**src/rtl/fetch_sequencer.sv**
```systemverilog
// fetch_sequencer: fetch-stage PC sequencer with handshake branch-resolution
// wait, external pipeline hold, machine-mode interrupt entry and mret return.
// Optional performance counters are built only when FETCH_PERF_CNT_EN is defined;
// otherwise STALL_CYCLES and REDIRECTS are tied to zero.
module fetch_sequencer #(
  parameter int unsigned XLEN     = 32,
  parameter int unsigned RESET_PC = 0,
  parameter int unsigned CNT_W    = 16
) (
  input  logic             CLK,
  input  logic             RST,
  input  logic             STALL,
  input  logic             BRANCH_IN_DECODE,
  input  logic             RESOLVE_VALID,
  input  logic [XLEN-1:0]  RESOLVE_NEXT_PC,
  input  logic             RESOLVE_MRET,
  input  logic             INTERRUPT,
  input  logic [XLEN-1:0]  MTVEC,
  output logic [XLEN-1:0]  PC,
  output logic [XLEN-1:0]  DECODE_PC,
  output logic             DECODE_ENABLE,
  output logic             IN_TRAP,
  output logic [XLEN-1:0]  MEPC,
  output logic [CNT_W-1:0] STALL_CYCLES,
  output logic [CNT_W-1:0] REDIRECTS
);

  typedef enum logic [1:0] {
    ST_RUN    = 2'd0,
    ST_WAIT   = 2'd1,
    ST_REFILL = 2'd2
  } state_t;

  state_t            state_q, state_d;
  logic [XLEN-1:0]   pc_q, pc_d;
  logic [XLEN-1:0]   decode_pc_q, decode_pc_d;
  logic              decode_enable_q, decode_enable_d;
  logic              in_trap_q, in_trap_d;
  logic [XLEN-1:0]   mepc_q, mepc_d;
  logic              take_irq_c;
  logic              accept_resolve_c;

  // Redirect events shared by the sequencer and the counters
  assign take_irq_c       = (state_q == ST_RUN) && !STALL && INTERRUPT &&
                            !in_trap_q && decode_enable_q;
  assign accept_resolve_c = (state_q == ST_WAIT) && RESOLVE_VALID;

  // Next-state and next-PC selection
  always_comb begin
    state_d         = state_q;
    pc_d            = pc_q;
    decode_pc_d     = decode_pc_q;
    decode_enable_d = decode_enable_q;
    in_trap_d       = in_trap_q;
    mepc_d          = mepc_q;
    case (state_q)
      ST_RUN: begin
        if (take_irq_c) begin
          // Squash the instruction in decode; it is re-executed after mret
          mepc_d          = decode_pc_q;
          pc_d            = MTVEC;
          in_trap_d       = 1'b1;
          decode_enable_d = 1'b0;
          state_d         = ST_REFILL;
        end else if (!STALL && BRANCH_IN_DECODE && decode_enable_q) begin
          pc_d            = pc_q + XLEN'(1);
          decode_pc_d     = pc_q;
          decode_enable_d = 1'b0;
          state_d         = ST_WAIT;
        end else if (!STALL) begin
          pc_d            = pc_q + XLEN'(1);
          decode_pc_d     = pc_q;
          decode_enable_d = 1'b1;
        end
      end
      ST_WAIT: begin
        decode_enable_d = 1'b0;
        // Resolution is accepted even under STALL so the executer never re-sends
        if (accept_resolve_c) begin
          pc_d    = RESOLVE_MRET ? mepc_q : RESOLVE_NEXT_PC;
          state_d = ST_REFILL;
          if (RESOLVE_MRET) begin
            in_trap_d = 1'b0;
          end
        end
      end
      ST_REFILL: begin
        if (!STALL) begin
          pc_d            = pc_q + XLEN'(1);
          decode_pc_d     = pc_q;
          decode_enable_d = 1'b1;
          state_d         = ST_RUN;
        end
      end
      default: begin
        state_d         = ST_REFILL;
        decode_enable_d = 1'b0;
      end
    endcase
  end

  // Sequencer state register
  always_ff @(posedge CLK or posedge RST) begin
    if (RST) begin
      state_q         <= ST_REFILL;
      pc_q            <= XLEN'(RESET_PC);
      decode_pc_q     <= '0;
      decode_enable_q <= 1'b0;
      in_trap_q       <= 1'b0;
      mepc_q          <= '0;
    end else begin
      state_q         <= state_d;
      pc_q            <= pc_d;
      decode_pc_q     <= decode_pc_d;
      decode_enable_q <= decode_enable_d;
      in_trap_q       <= in_trap_d;
      mepc_q          <= mepc_d;
    end
  end

  assign PC            = pc_q;
  assign DECODE_PC     = decode_pc_q;
  assign DECODE_ENABLE = decode_enable_q;
  assign IN_TRAP       = in_trap_q;
  assign MEPC          = mepc_q;

`ifdef FETCH_PERF_CNT_EN
  logic [CNT_W-1:0] stall_cycles_q, stall_cycles_d;
  logic [CNT_W-1:0] redirects_q, redirects_d;

  // Saturating counters: cycles spent waiting and redirects taken
  always_comb begin
    stall_cycles_d = stall_cycles_q;
    redirects_d    = redirects_q;
    if ((state_q == ST_WAIT) && (stall_cycles_q != '1)) begin
      stall_cycles_d = stall_cycles_q + CNT_W'(1);
    end
    if ((accept_resolve_c || take_irq_c) && (redirects_q != '1)) begin
      redirects_d = redirects_q + CNT_W'(1);
    end
  end

  // Counter registers
  always_ff @(posedge CLK or posedge RST) begin
    if (RST) begin
      stall_cycles_q <= '0;
      redirects_q    <= '0;
    end else begin
      stall_cycles_q <= stall_cycles_d;
      redirects_q    <= redirects_d;
    end
  end

  assign STALL_CYCLES = stall_cycles_q;
  assign REDIRECTS    = redirects_q;
`else
  assign STALL_CYCLES = '0;
  assign REDIRECTS    = '0;
`endif

endmodule

```
**config.mk**
```make
export PLATFORM = sky130hd
export DESIGN_NAME = fetch_sequencer
export DESIGN_NICKNAME = d
export VERILOG_FILES = /design/src/rtl/fetch_sequencer.sv
export SDC_FILE = /design/constraint.sdc
export NUM_CORES = 1
export LEC_CHECK = 0
export ABC_AREA = 1
export CORE_MARGIN = 4
export CORE_UTILIZATION = 48
export CTS_BUF_LIST = sky130_fd_sc_hd__clkbuf_2 sky130_fd_sc_hd__clkbuf_4 sky130_fd_sc_hd__clkbuf_8
export CTS_CLUSTER_SIZE = 16
export DETAILED_ROUTE_END_ITERATION = 10
export GPL_ROUTABILITY_DRIVEN = 0
export GPL_TIMING_DRIVEN = 0
export PLACE_DENSITY = 0.88
export SYNTH_ARGS = -nofsm -noshare
export SYNTH_HDL_FRONTEND = slang
export SYNTH_SLANG_ARGS = --single-unit
```
**constraint.sdc**
```tcl
create_clock -name CLK -period 3.9 [get_ports CLK]
set_input_delay 0.975 -clock CLK [delete_from_list [all_inputs] [get_ports CLK]]
set_output_delay 0.975 -clock CLK [all_outputs]
set_load 0.01 [all_outputs]
```
## Word-level counts from Yosys, hierarchy flattened

Index checks and enable logic that the tools add are counted.

- Flip-flop bits (word level): 100
- Bits in latches: 0
- RAM bits: 0
- Memory bits (read-only): 0
- Input bits: 71
- Output and inout port bits: 130
- Word-level logic and storage cells: 56
- Memories: 0

- $add $sub $neg: 1
- Multiply operators: 0
- Div/mod/pow operators: 0
- Order comparisons: 0
- Eq/ne operators: 8
- Shifts and indexed selects: 0
- Multiplexer cells: 23
- Bitwise gates (word level): 0
- Reductions and logical operators: 18

Operators with widths:

| cell | count |
|---|---|
| 32-bit 2-to-1 mux | 8 |
| 32-bit case mux with 3 select lines | 1 |
| 32-bit case mux with 2 select lines | 1 |
| 32-bit by 1-bit adder with 32-bit output, second input constant | 1 |
| 2-bit != test, second input constant | 5 |
| 2-bit 2-to-1 mux | 4 |
| 1-bit logical AND | 7 |
| 1-bit 2-to-1 mux | 6 |
| 2-bit case mux with 3 select lines | 1 |
| 2-bit AND reduction | 3 |
| 1-bit case mux with 2 select lines | 2 |
| 4-bit AND reduction | 1 |
| 2-bit nonzero test | 2 |
| 3-bit by 2-bit != test with 1-bit output, second input constant | 1 |
| 3-bit AND reduction | 1 |
| 3-bit nonzero test | 1 |
| 2-bit by 1-bit equality test with 1-bit output, second input constant | 1 |
| 2-bit equality test, second input constant | 1 |
| 1-bit zero test | 2 |
| 2-bit zero test | 1 |

## Depth between registers and ports, before layout

- Depth after elaboration: 7
- Depth in mapped cells: 13
- Depth with buffers taken out: 13

## Least setup slack after synthesis

No wires, ideal clock.

- Path type: input-to-reg
- Start: input port STALL
- End: register pc_q[24] (netlist: PC[24])
- Arrival: 1.990 ns
- Required time: 3.783 ns
- Path slack: 1.793 ns
- Cell stages on the path: 12
- Buffers on the path: 0
- Cells stage by stage: inv_4 -> nand3_2 -> nor2_4 -> nand3_4 -> nor2_8 -> nand3_1 -> nand3_1 -> nand2_1 -> nand2_1 -> nand2_1 -> nand2_1 -> nand2_1

- Longest elaborated chain between the ends: 7
- Elaborated cells between the ends (all ways): 11
- Those cells by class: 4 x mux; 7 x reduce/logical

Ends and longest elaborated chain:

| element | RTL line | source |
|---|---|---|
| start, declared | 12 | `input logic STALL,` |
| 1-bit zero test | n/a |  |
| 1-bit logical AND (3 in a row) | 44 | `assign take_irq_c = (state_q == ST_RUN) && !STALL && INTERRUPT &&` |
| 1-bit logical AND | 45 | `!in_trap_q && decode_enable_q;` |
| 32-bit 2-to-1 mux | 58 | `if (take_irq_c) begin` |
| 32-bit case mux with 3 select lines (*) | 56 | `case (state_q)` |
| end signal, assigned | 106 | `pc_q <= XLEN'(RESET_PC);` |
| end signal, assigned | 113 | `pc_q <= pc_d;` |
| end, declared | 35 | `logic [XLEN-1:0] pc_q, pc_d;` |

Mark *: on every way between the ends. The rest lies on a longest branch, timed or not.
A chain may end at the register's enable or synchronous reset.

## Final worst setup path

- Start: input port STALL
- End: register mepc_q[22] (netlist: MEPC[22])

- Longest elaborated chain between the ends: 6

Ends and longest elaborated chain:

| element | RTL line | source |
|---|---|---|
| 1-bit zero test | n/a |  |
| 1-bit logical AND (3 in a row) | 44 |  |
| 1-bit logical AND | 45 |  |
| 2-bit AND reduction (no line) | n/a |  |
| end signal, assigned | 117 | `mepc_q <= mepc_d;` |
| end, declared | 39 | `logic [XLEN-1:0] mepc_q, mepc_d;` |

No other way between the ends.

==> results.json <==
{
  "slew_headroom_pct": 51.0,
  "slowest_stage": "clkdlybuf4s50_1",
  "numClockSinks": 100,
  "hp-class": "reg -> reg",
  "drc": 0,
  "netlist_area_mm2": 0.00622,
  "avgViaCountPerCell": 5.48,
  "synth_cells": 878,
  "drt_wl_total_um": 22100,
  "die_x_um": 122,
  "die_area_mm2": 0.0148,
  "pre_cts_ws_ps": 800,
  "async_flop_share_pct": 100,
  "path_class": "in -> reg",
  "post_cts_buffers": 0,
  "status": "finished, final reports clean",
  "end_kind": "flip-flop",
  "cts.path.max_buffers": 2,
  "dp_cells": 1249,
  "antenna_found_initial": 0,
  "synth-edff-count": 0,
  "period_share_pct": 68.5,
  "power.leakage_nw": 4.00,
  "yosys-top-cells-area": "dfrtp_1, nand2_1, o21ai_0, nor2_1, inv_1",
  "clock_tree.root_cell": "clkbuf_8",
  "fin_skew_ps": 21.3,
  "h-tree-depth": 3,
  "nets": 1164,
  "final_max_slew_viol_count": 0,
  "synth_seq_cells": 100,
  "path_max_fanout": 10,
  "hp-start": "MEPC[26]$_DFFE_PP0P_",
  "yosys.cell_types.count": 38,
  "peakVddDrop_mv": 0.533,
  "fillCellCount": 1083,
  "path_delay_family": "buffers and inverters",
  "start_kind": "primary input",
  "finalCriticalPeriod_ps": 2670,
  "multi_input_area_mm2": 0.00309,
  "grt_max_degree": 58,
  "cp.arrival_ps": 3000,
  "layout-drive-gt1-share_pct": 8.42,
  "postRouteAntennaNets": 0,
  "worstSkewPairLatency_ps": 420,
  "grt.overflow.total": 0,
  "antenna_cells": 0,
  "clock.fmax_mhz": 374,
  "core_mm2": 0.0127,
  "worstMarginPinSlew_ps": 735,
  "syn2layout_area_growth_pct": 36.7,
  "yosys_warnings": 0,
  "cts_hold_buffers": 0,
  "final_hold_viol_count": 0,
  "startpoint": "STALL",
  "grt_pass1_vias": 6525,
  "instances_no_fill": 1265,
  "crit_chain": "clkdlybuf4s50_1 > inv_4 > nand3_1 > nor2_1 > nand2_2 > buf_2 > clkbuf_1 > nand2_1 > o21ai_0",
  "cts_buffers": 9,
  "dp_hpwl_um": 15900,
  "synth.avg_cell_area_um2": 7.08,
  "yosysSeqAreaShare_pct": 40.3,
  "cts_resized": 0,
  "ys.flop_type": "dfrtp_1",
  "worst-path-buf-inv": 4,
  "synth_top_area_cell": "dfrtp_1",
  "crit_required_ps": 4230,
  "fin_ws_ps": 1230,
  "groute.usage.overall_pct": 29.9,
  "ios": 201,
  "path_clk_slew_ps": 110,
  "synth_top_area_share_pct": 39.8,
  "num_vias": 6937,
  "cts_tree": "yes",
  "rsz0062_at_grt": "no",
  "setup_viol_count_final": 0,
  "port-buffer-count": 167,
  "grt_pass1_wl_um": 34500,
  "dieHeight_um": 122,
  "start_util_pct": 49.1,
  "drt-wirelength-per-cell_um": 17.5,
  "cap_violations": 0,
  "dr.pass1.iters": 6,
  "dr.first_iter.drc_count": 979,
  "timing.rr.start": "state_q[1]$_DFFE_PP1P_",
  "power_density_mw_per_mm2": 793,
  "seqCellArea_mm2": 0.00250,
  "slowest_delay_ps": 680,
  "rows": 41
}
## cell usage after synthesis, types with 2 or more instances
cell type,count
nand2_1,259
o21ai_0,106
dfrtp_1,99
nor2_1,81
inv_1,77
nand3_1,40
buf_4,34
a21oi_1,31
o21ai_1,26
clkbuf_1,23
buf_2,17
xor2_1,10
o211ai_1,8
nand3_2,6
nand4_1,6
a31oi_1,5
ha_1,5
o21bai_1,5
o22ai_1,5
nor2_4,4
nor3_1,4
xnor2_1,4
nand2_2,3
nor2_8,3
buf_1,2
inv_2,2
o221ai_1,2
## placed cells by master (no fill, tap or decap), types with 5 or more instances in the layout
master,n
nand3_1,40
o21ai_1,26
a31oi_1,5
conb_1,32
clkbuf_8,9
nand2_1,259
o211ai_1,8
xor2_1,10
dfrtp_1,99
nand4_1,6
clkbuf_1,23
inv_1,76
ha_1,5
buf_4,34
o21bai_1,5
clkdlybuf4s50_1,167
o22ai_1,5
a21oi_1,31
o21ai_0,106
nor2_1,81
nand3_2,6
buf_2,17
## stage by stage
stage | utilization [%] | power (mW) | area (um2) | hold WS, ps | TNS [ps]
after floorplan | - | 4.02 | 6330 | 498 | 0
after global placement | 64.9 | 5.68 | 8220 | 489 | -124600
after detailed placement | 65.1 | 5.78 | 8250 | 498 | 0
after CTS | 67.1 | 6.64 | 8500 | 522 | 0
after global routing | 67.1 | 7.17 | 8500 | 558 | 0
final | 67.1 | 6.74 | 8500 | 519 | 0
## worst reg2reg max path, cell delays in order (launching register included)
cell and delay [ps]:
dfstp_2 560, inv_1 80, ha_1 210, inv_1 210, nor2_1 100, nor2_1 270
clkbuf_1 520, buf_2 380, nand3_1 120, nand2_1 70
## kinds of logic after synthesis
kind of cell    share of synthesized area [%]
fa+ha+maj                                1.01
buf+inv                                  11.9
xor+xnor                                 2.23
flops                                    40.3
other cells                            0.0603
mux                                     0.161
simple gates                             28.1
compound gates                           16.2
## layer usage
metal	global-route usage (%)	part of all wire, %
met5	0	0
met4	12.2	4.1
met3	8.40	13
met2	46.6	45
met1	39.5	38
## power by group
part / internal (mW) / leakage [nW] / switching [mW] / total [mW]
Clock: 0.430 / 0.114 / 0.423 / 0.853
Sequential: 1.53 / 1.29 / 0.552 / 2.08
Combinational: 1.66 / 2.60 / 2.15 / 3.80
Total: 3.62 / 4.00 / 3.12 / 6.74
## worst paths after layout
path | slack (ps) | to | depth (start not counted)
min in group asynchronous | 970 | MEPC[16]$_DFFE_PP0P_ | 2
worst min register to register | 520 | MEPC[26]$_DFFE_PP0P_ | 2
worst max-delay path | 1230 | MEPC[22]$_DFFE_PP0P_ | 9
worst max register to register | 1330 | PC[27]$_DFFE_PP0P_ | 9
worst min-delay path | 520 | MEPC[26]$_DFFE_PP0P_ | 2
max in group asynchronous | 2200 | state_q[1]$_DFFE_PP1P_ | 3
## cell type report
type                            instances  area share, %
Clock buffer                            9           1.46
Sequential cell                       100           29.5
Buffer                                 76           5.11
Multi-Input combinational cell        652           36.4
Inverter                               81           3.64
Tap cell                              172           2.53
Timing Repair Buffer                  168           20.0
Clock inverter                          7           1.46
No activity file was read; power rests on OpenSTA's default activity.
